$ cat src/rtl/multi_cycle_control_pkg.sv
// multi_cycle_control_pkg
// Shared constants for the multi-cycle MIPS control path: opcode values,
// aluOp encodings consumed by the ALU control stage, and the main-FSM state
// encoding.
// Optional feature macro: MULTI_CYCLE_CONTROL_ILLEGAL_TRAP_EN adds the HALT state.
package multi_cycle_control_pkg;

    localparam logic [5:0] OP_RTYPE = 6'b000000;
    localparam logic [5:0] OP_LW    = 6'b100011;
    localparam logic [5:0] OP_SW    = 6'b101011;
    localparam logic [5:0] OP_BEQ   = 6'b000100;
    localparam logic [5:0] OP_J     = 6'b000010;
    localparam logic [5:0] OP_ADDI  = 6'b001000;
    localparam logic [5:0] OP_ANDI  = 6'b001100;

    typedef enum logic [1:0] {
        ALU_ADD   = 2'b00,
        ALU_SUB   = 2'b01,
        ALU_FUNCT = 2'b10,
        ALU_OPC   = 2'b11
    } alu_op_t;

    typedef enum logic [3:0] {
        S_FETCH     = 4'd0,
        S_DECODE    = 4'd1,
        S_MEM_ADR   = 4'd2,
        S_MEM_READ  = 4'd3,
        S_MEM_WB    = 4'd4,
        S_MEM_WRITE = 4'd5,
        S_R_EXEC    = 4'd6,
        S_R_WB      = 4'd7,
        S_BRANCH    = 4'd8,
        S_JUMP      = 4'd9,
        S_I_EXEC    = 4'd10,
        S_I_WB      = 4'd11
`ifdef MULTI_CYCLE_CONTROL_ILLEGAL_TRAP_EN
        ,
        S_HALT      = 4'd12
`endif
    } state_t;

endpackage

$ cat src/rtl/multi_cycle_control.sv
// multi_cycle_control
// Main control FSM of the multi-cycle MIPS datapath. Sequences each
// instruction through fetch/decode/execute/memory/writeback and drives all
// datapath enables and mux selects.
// Ports:
//   clk, rst_n            clock, synchronous active-low reset
//   opcode[5:0]           instr[31:26] from the instruction register
//   memReady              memory access completes in a cycle where this is 1
//   pcWrite, pcWriteCond  PC load (unconditional / on ALU zero)
//   iorD, memRead, memWrite, irWrite   memory interface controls
//   memToReg, regDst, regWrite         register file controls
//   aluSrcA, aluSrcB[1:0], aluOp[1:0]  ALU operand / operation selects
//   pcSource[1:0]         PC source select
//   state[STATE_W-1:0]    current state, for debug
//   illegalOp             sticky illegal-opcode flag
// Optional feature macro: MULTI_CYCLE_CONTROL_ILLEGAL_TRAP_EN traps unknown
// opcodes into HALT (left only by reset); otherwise they act as NOPs.
module multi_cycle_control
    import multi_cycle_control_pkg::*;
#(
    parameter int unsigned STATE_W = 4
) (
    input  logic               clk,
    input  logic               rst_n,
    input  logic [5:0]         opcode,
    input  logic               memReady,
    output logic               pcWrite,
    output logic               pcWriteCond,
    output logic               iorD,
    output logic               memRead,
    output logic               memWrite,
    output logic               irWrite,
    output logic               memToReg,
    output logic               regDst,
    output logic               regWrite,
    output logic               aluSrcA,
    output logic [1:0]         aluSrcB,
    output logic [1:0]         aluOp,
    output logic [1:0]         pcSource,
    output logic [STATE_W-1:0] state,
    output logic               illegalOp
);

    state_t cur_state;

    always_ff @(posedge clk) begin
        if (!rst_n) begin
            cur_state <= S_FETCH;
        end else begin
            case (cur_state)
                S_FETCH:     if (memReady) cur_state <= S_DECODE;
                S_DECODE: begin
                    case (opcode)
                        OP_LW, OP_SW:     cur_state <= S_MEM_ADR;
                        OP_RTYPE:         cur_state <= S_R_EXEC;
                        OP_BEQ:           cur_state <= S_BRANCH;
                        OP_J:             cur_state <= S_JUMP;
                        OP_ADDI, OP_ANDI: cur_state <= S_I_EXEC;
`ifdef MULTI_CYCLE_CONTROL_ILLEGAL_TRAP_EN
                        default:          cur_state <= S_HALT;
`else
                        default:          cur_state <= S_FETCH;
`endif
                    endcase
                end
                S_MEM_ADR:   cur_state <= (opcode == OP_LW) ? S_MEM_READ : S_MEM_WRITE;
                S_MEM_READ:  if (memReady) cur_state <= S_MEM_WB;
                S_MEM_WB:    cur_state <= S_FETCH;
                S_MEM_WRITE: if (memReady) cur_state <= S_FETCH;
                S_R_EXEC:    cur_state <= S_R_WB;
                S_R_WB:      cur_state <= S_FETCH;
                S_BRANCH:    cur_state <= S_FETCH;
                S_JUMP:      cur_state <= S_FETCH;
                S_I_EXEC:    cur_state <= S_I_WB;
                S_I_WB:      cur_state <= S_FETCH;
`ifdef MULTI_CYCLE_CONTROL_ILLEGAL_TRAP_EN
                S_HALT:      cur_state <= S_HALT;
`endif
                default:     cur_state <= S_FETCH;
            endcase
        end
    end

    // Moore decode; only the FETCH-cycle PC/IR loads look at memReady so
    // they fire exactly once, in the cycle the instruction word arrives.
    always_comb begin
        pcWrite     = 1'b0;
        pcWriteCond = 1'b0;
        iorD        = 1'b0;
        memRead     = 1'b0;
        memWrite    = 1'b0;
        irWrite     = 1'b0;
        memToReg    = 1'b0;
        regDst      = 1'b0;
        regWrite    = 1'b0;
        aluSrcA     = 1'b0;
        aluSrcB     = 2'b00;
        aluOp       = ALU_ADD;
        pcSource    = 2'b00;
        illegalOp   = 1'b0;
        case (cur_state)
            S_FETCH: begin
                memRead = 1'b1;
                aluSrcB = 2'b01;
                irWrite = memReady;
                pcWrite = memReady;
            end
            S_DECODE:    aluSrcB = 2'b11;
            S_MEM_ADR: begin
                aluSrcA = 1'b1;
                aluSrcB = 2'b10;
            end
            S_MEM_READ: begin
                memRead = 1'b1;
                iorD    = 1'b1;
            end
            S_MEM_WB: begin
                regWrite = 1'b1;
                memToReg = 1'b1;
            end
            S_MEM_WRITE: begin
                memWrite = 1'b1;
                iorD     = 1'b1;
            end
            S_R_EXEC: begin
                aluSrcA = 1'b1;
                aluOp   = ALU_FUNCT;
            end
            S_R_WB: begin
                regWrite = 1'b1;
                regDst   = 1'b1;
            end
            S_BRANCH: begin
                aluSrcA     = 1'b1;
                aluOp       = ALU_SUB;
                pcWriteCond = 1'b1;
                pcSource    = 2'b01;
            end
            S_JUMP: begin
                pcWrite  = 1'b1;
                pcSource = 2'b10;
            end
            S_I_EXEC: begin
                aluSrcA = 1'b1;
                aluSrcB = 2'b10;
                aluOp   = (opcode == OP_ANDI) ? ALU_OPC : ALU_ADD;
            end
            S_I_WB:      regWrite = 1'b1;
`ifdef MULTI_CYCLE_CONTROL_ILLEGAL_TRAP_EN
            // Sticky by construction: HALT is left only through reset.
            S_HALT:      illegalOp = 1'b1;
`endif
            default: ;
        endcase
    end

    assign state = STATE_W'(cur_state);

endmodule

$ cat config.mk
export PLATFORM = sky130hd
export DESIGN_NAME = multi_cycle_control
export DESIGN_NICKNAME = d
export VERILOG_FILES = /design/src/rtl/multi_cycle_control_pkg.sv /design/src/rtl/multi_cycle_control.sv
export SDC_FILE = /design/constraint.sdc
export NUM_CORES = 1
export LEC_CHECK = 0
export CORE_MARGIN = 3
export CORE_UTILIZATION = 38
export CTS_BUF_LIST = sky130_fd_sc_hd__clkbuf_8
export DETAILED_ROUTE_END_ITERATION = 7
export GPL_ROUTABILITY_DRIVEN = 1
export HOLD_SLACK_MARGIN = 0.02
export PLACE_DENSITY = 0.89
export SYNTH_ARGS = -nofsm -noshare
export SYNTH_HDL_FRONTEND = slang
export SYNTH_SLANG_ARGS = --single-unit
$ cat constraint.sdc
create_clock -name clk -period 1.3 [get_ports clk]
set_input_delay 0.13 -clock clk [delete_from_list [all_inputs] [get_ports clk]]
set_output_delay 0.13 -clock clk [all_outputs]
set_load 0.05 [all_outputs]
==> results.json, run 1 <==
{
  "die_w_microns": 42.3,
  "synth_area_per_cell_sq_um": 6.69,
  "num_io_pins": 30,
  "outcome": "did not finish",
  "port_buffers": 28,
  "synth_nets": 84,
  "synth_area_sq_um": 502,
  "synth-seq-area-share": 0.160,
  "synth_cell_type_count": 37,
  "synthArstFlopShare": 0,
  "haltStage": "detailed placement",
  "synth_edf_count": 0,
  "die_h_microns": 42.3,
  "toolErrorMsg": "[ERROR DPL-0038] Utilization greater than 100%, impossible to legalize",
  "synth_seq_cells": 4,
  "synthFlopType": "dfxtp_1",
  "ys.warnings.count": 0,
  "std_cell_rows": 12,
  "syn_inst": 75,
  "gp_congestion": 0.874,
  "initial_core_util": 0.428
}
## cell families after synthesis
logic type | after synthesis | synth area share
AND/OR/NAND/NOR | 40 | 0.444
AO/OA/AOI/OAI | 20 | 0.274
buffers and inverters | 8 | 0.0798
flip-flops | 4 | 0.160
XOR/XNOR | 2 | 0.0349
other | 1 | 0.00747
## per-stage QoR
stage	std cells	hold slack [ns]	cell area, sq um	setup TNS, ns	setup WS [ns]
floorplan	75	0.268	691	-1.11	-0.306
global placement	130	0.661	1250	-1.86	-0.399
## Yosys cell counts (2+ instances only)
master	number	area share
nand2b_1	3	0.037
clkbuf_1	2	0.015
a211oi_1	2	0.030
a21oi_1	5	0.050
nor2_1	9	0.067
buf_2	2	0.020
nor2b_1	6	0.075
o21ai_0	2	0.020
o21a_1	2	0.030
nor3_1	5	0.050
and3_1	3	0.037
dfxtp_1	4	0.16
nand2_1	5	0.037
buf_4	2	0.030
==> run 2: changes to the inputs <==
- CORE_AREA: default -> 3 3 64 66
- CORE_MARGIN: 3 -> default
- CORE_UTILIZATION: 38 -> default
- CTS_BUF_LIST: sky130_fd_sc_hd__clkbuf_8 -> default
- DIE_AREA: default -> 0 0 67 69
- HOLD_SLACK_MARGIN: 0.02 -> default
- PLACE_DENSITY: 0.89 -> default
- PLACE_DENSITY_LB_ADDON: default -> 0.15
==> results.json, run 2 <==
{
  "cts_tree": "yes",
  "gp_congestion": 0.784,
  "r2r-end": "state[2]",
  "routedWlPerCell_microns": 11.9,
  "period_needed_ns": 1.40,
  "clk_latency_ns": 0.22,
  "synth_compound_area_frac": 0.274,
  "syn_inst": 75,
  "yosysMostFrequentCell": "nor2_1",
  "diodes": 0,
  "synth_seq_cells": 4,
  "cts-root-buf": "clkbuf_8",
  "ys.warnings.count": 0,
  "grt_pass1_vias": 846,
  "finalNetCount": 147,
  "synth_cell_type_count": 37,
  "setup_viol": 11,
  "hp-class": "input port to register",
  "yosysTopAreaCell": "dfxtp_1",
  "antenna_found_initial": 0,
  "criticalPathCategory": "register to output pin",
  "grt_pass1_wl_mm": 3.73,
  "crit_arrival_ns": 1.27,
  "numCtsBuffers": 3,
  "wl_mm": 2.20,
  "outcome": "finished, violations left",
  "drt_pre_antenna_iters": 4,
  "finalCritPeriodShare": 1.07,
  "crit_path_start_kind": "register",
  "powerDensity_nw_per_um2": 438,
  "final_util": 0.428,
  "overflow": 0,
  "synthAdderAreaFrac": 0,
  "grt_usage": 0.100,
  "vias": 794,
  "synth_top_family_by_area": "simple AND/OR/NAND/NOR gates",
  "max_freq_mhz": 716,
  "cts_max_level": 1,
  "die_h_microns": 69,
  "regToRegSetupSlack_ns": 0.07,
  "grtUsageMet3": 0.0163,
  "core-area_sq_um": 3630,
  "mostFrequentLayoutCell": "buf_4",
  "top_usage_layer": "met2",
  "max_stage_delay_ns": 0.36,
  "fin_ws_ns": -0.0964,
  "hold_start": "opcode[0]",
  "synthFlopType": "dfxtp_1",
  "skew_ns": 0.00522,
  "grt_use_met2": 0.195,
  "port_buffers": 28,
  "cp_data_required_time_ns": 1.17,
  "crit_slowest_cell": "dfxtp_4",
  "min_to": "state[1]",
  "postRouteAntennaNets": 0,
  "violations": "negative setup slack",
  "clk_pin_slew_ns": 0.03,
  "synth_commonest_cells": "9 x nor2_1, 6 x nor2b_1, 5 x a21oi_1, 5 x nand2_1, 5 x nor3_1",
  "synth_area_sq_um": 502,
  "hold_depth": 6,
  "synth_edf_count": 0,
  "synthMuxAreaShare": 0,
  "drtIter0Drc": 5,
  "viasPerCell": 4.32,
  "layout_common_cells": "31 x buf_4, 20 x buf_12, 7 x nor2_4",
  "yosys.area_share.simple": 0.444,
  "drc": 0,
  "endpoint_kind": "output pin",
  "finalPower_w": 0.000682,
  "std_cell_rows": 22,
  "finalHoldViolCount": 0,
  "slew_violations": 0,
  "grt_max_degree": 9,
  "drive_gt1_frac": 0.721,
  "p_leak_nw": 0.610,
  "ir_worst_vdd_v": 0.000206,
  "synth-xor-area-share": 0.0349,
  "synth-seq-area-share": 0.160,
  "synth_area_per_cell_sq_um": 6.69,
  "cts_buffer_depth": 2,
  "largest_register_ffs": 4,
  "crit_chain": "buf_6, nand2b_4, nor2_4, or2_4, buf_12",
  "cp_max_fo": 6,
  "synth_top_area_frac": 0.160,
  "r2r_start": "state[0]",
  "synthToLayoutAreaGrowth_pct": 210,
  "num_io_pins": 30,
  "dp.final_hpwl_mm": 1.72,
  "cts_sinks": 4,
  "maxCapViolCount": 0,
  "initial_core_util": 0.138,
  "r2r_cells": 5,
  "synth.area.top_cells": "dfxtp_1 16%, nor2b_1 7.5%, nor2_1 6.7%, a21oi_1 5.0%, nor3_1 5.0%",
  "die_w_microns": 67,
  "die_area_sq_um": 4620,
  "synthArstFlopShare": 0,
  "synth_nets": 84,
  "use_met1": 0.0988,
  "rsz0062_at_grt": "yes"
}
-- run 2: cell counts after synthesis --
Identical to the previous run, type by type.
-- run 2: layout make-up --
class,instances,area [sq um]
timing repair buffer,64,758
clock buffer,3,41.3
multi-input combinational,63,592
sequential,4,95.1
inverter,2,10.0
tap,48,60.1
fill,365,2080
-- run 2: timing repair --
action                                  in CTS  in global routing
pin swaps                                   16                 16
endpoints found under the setup margin      16                 16
hold buffers                                 0                  0
buffers inserted                            18                  0
gates resized for setup                     33                  7
-- run 2: worst max-delay path by stage --
stage	to	slack [ns]	startpoint
after floorplan	pcSource[0]	-0.31	state[3]
after global placement	aluOp[0]	-0.47	opcode[1]
after detailed placement	state[2]	-0.49	opcode[1]
after CTS	aluOp[1]	-0.11	state[2]
after global routing	aluOp[1]	-0.13	state[2]
final	pcWrite	-0.1	state[0]
-- run 2: cell families (layout without fill, tap and decap cells) --
| family | count (synthesis) | in the layout |
|---|---|---|
| AO/OA/AOI/OAI | 20 | 20 |
| XOR/XNOR | 2 | 2 |
| buffers and inverters | 8 | 69 |
| flip-flops | 4 | 4 |
| other | 1 | 1 |
| AND/OR/NAND/NOR | 40 | 40 |
-- run 2: critical path, delay by kind of cell, from the launching register on --
family | cells | cell delay [ns]
AND/OR/NAND/NOR | 3 | 0.41
flip-flops | 1 | 0.36
buffers and inverters | 2 | 0.29
-- run 2: routing by layer --
layer,share of wire,wire (microns),vias up
met1,0.36,782,376
met4,0.0077,17,0
met3,0.046,100,2
li1,-,-,396
met2,0.59,1300,20
met5,0,0,-
-- run 2: stage by stage --
stage | hold WS (ns) | setup TNS (ns) | cells | setup slack, ns | area [sq um]
after CTS | 0.497 | -0.788 | 186 | -0.109 | 1560
after global placement | 0.612 | -2.36 | 165 | -0.469 | 1310
after global routing | 0.507 | -1.14 | 184 | -0.132 | 1560
after detailed placement | 0.614 | -2.47 | 165 | -0.492 | 1310
after floorplan | 0.268 | -1.11 | 75 | -0.306 | 691
final | 0.480 | -0.611 | 184 | -0.0964 | 1560
-- run 2: where the power goes --
part / internal (W) / switching (W) / leakage, nW
combinational: 0.000149 / 0.000145 / 0.553
clock: 0.000197 / 0.0000644 / 0.0216
sequential: 0.000120 / 0.00000552 / 0.0355
Note: power is estimated with default switching activity, not from simulation.
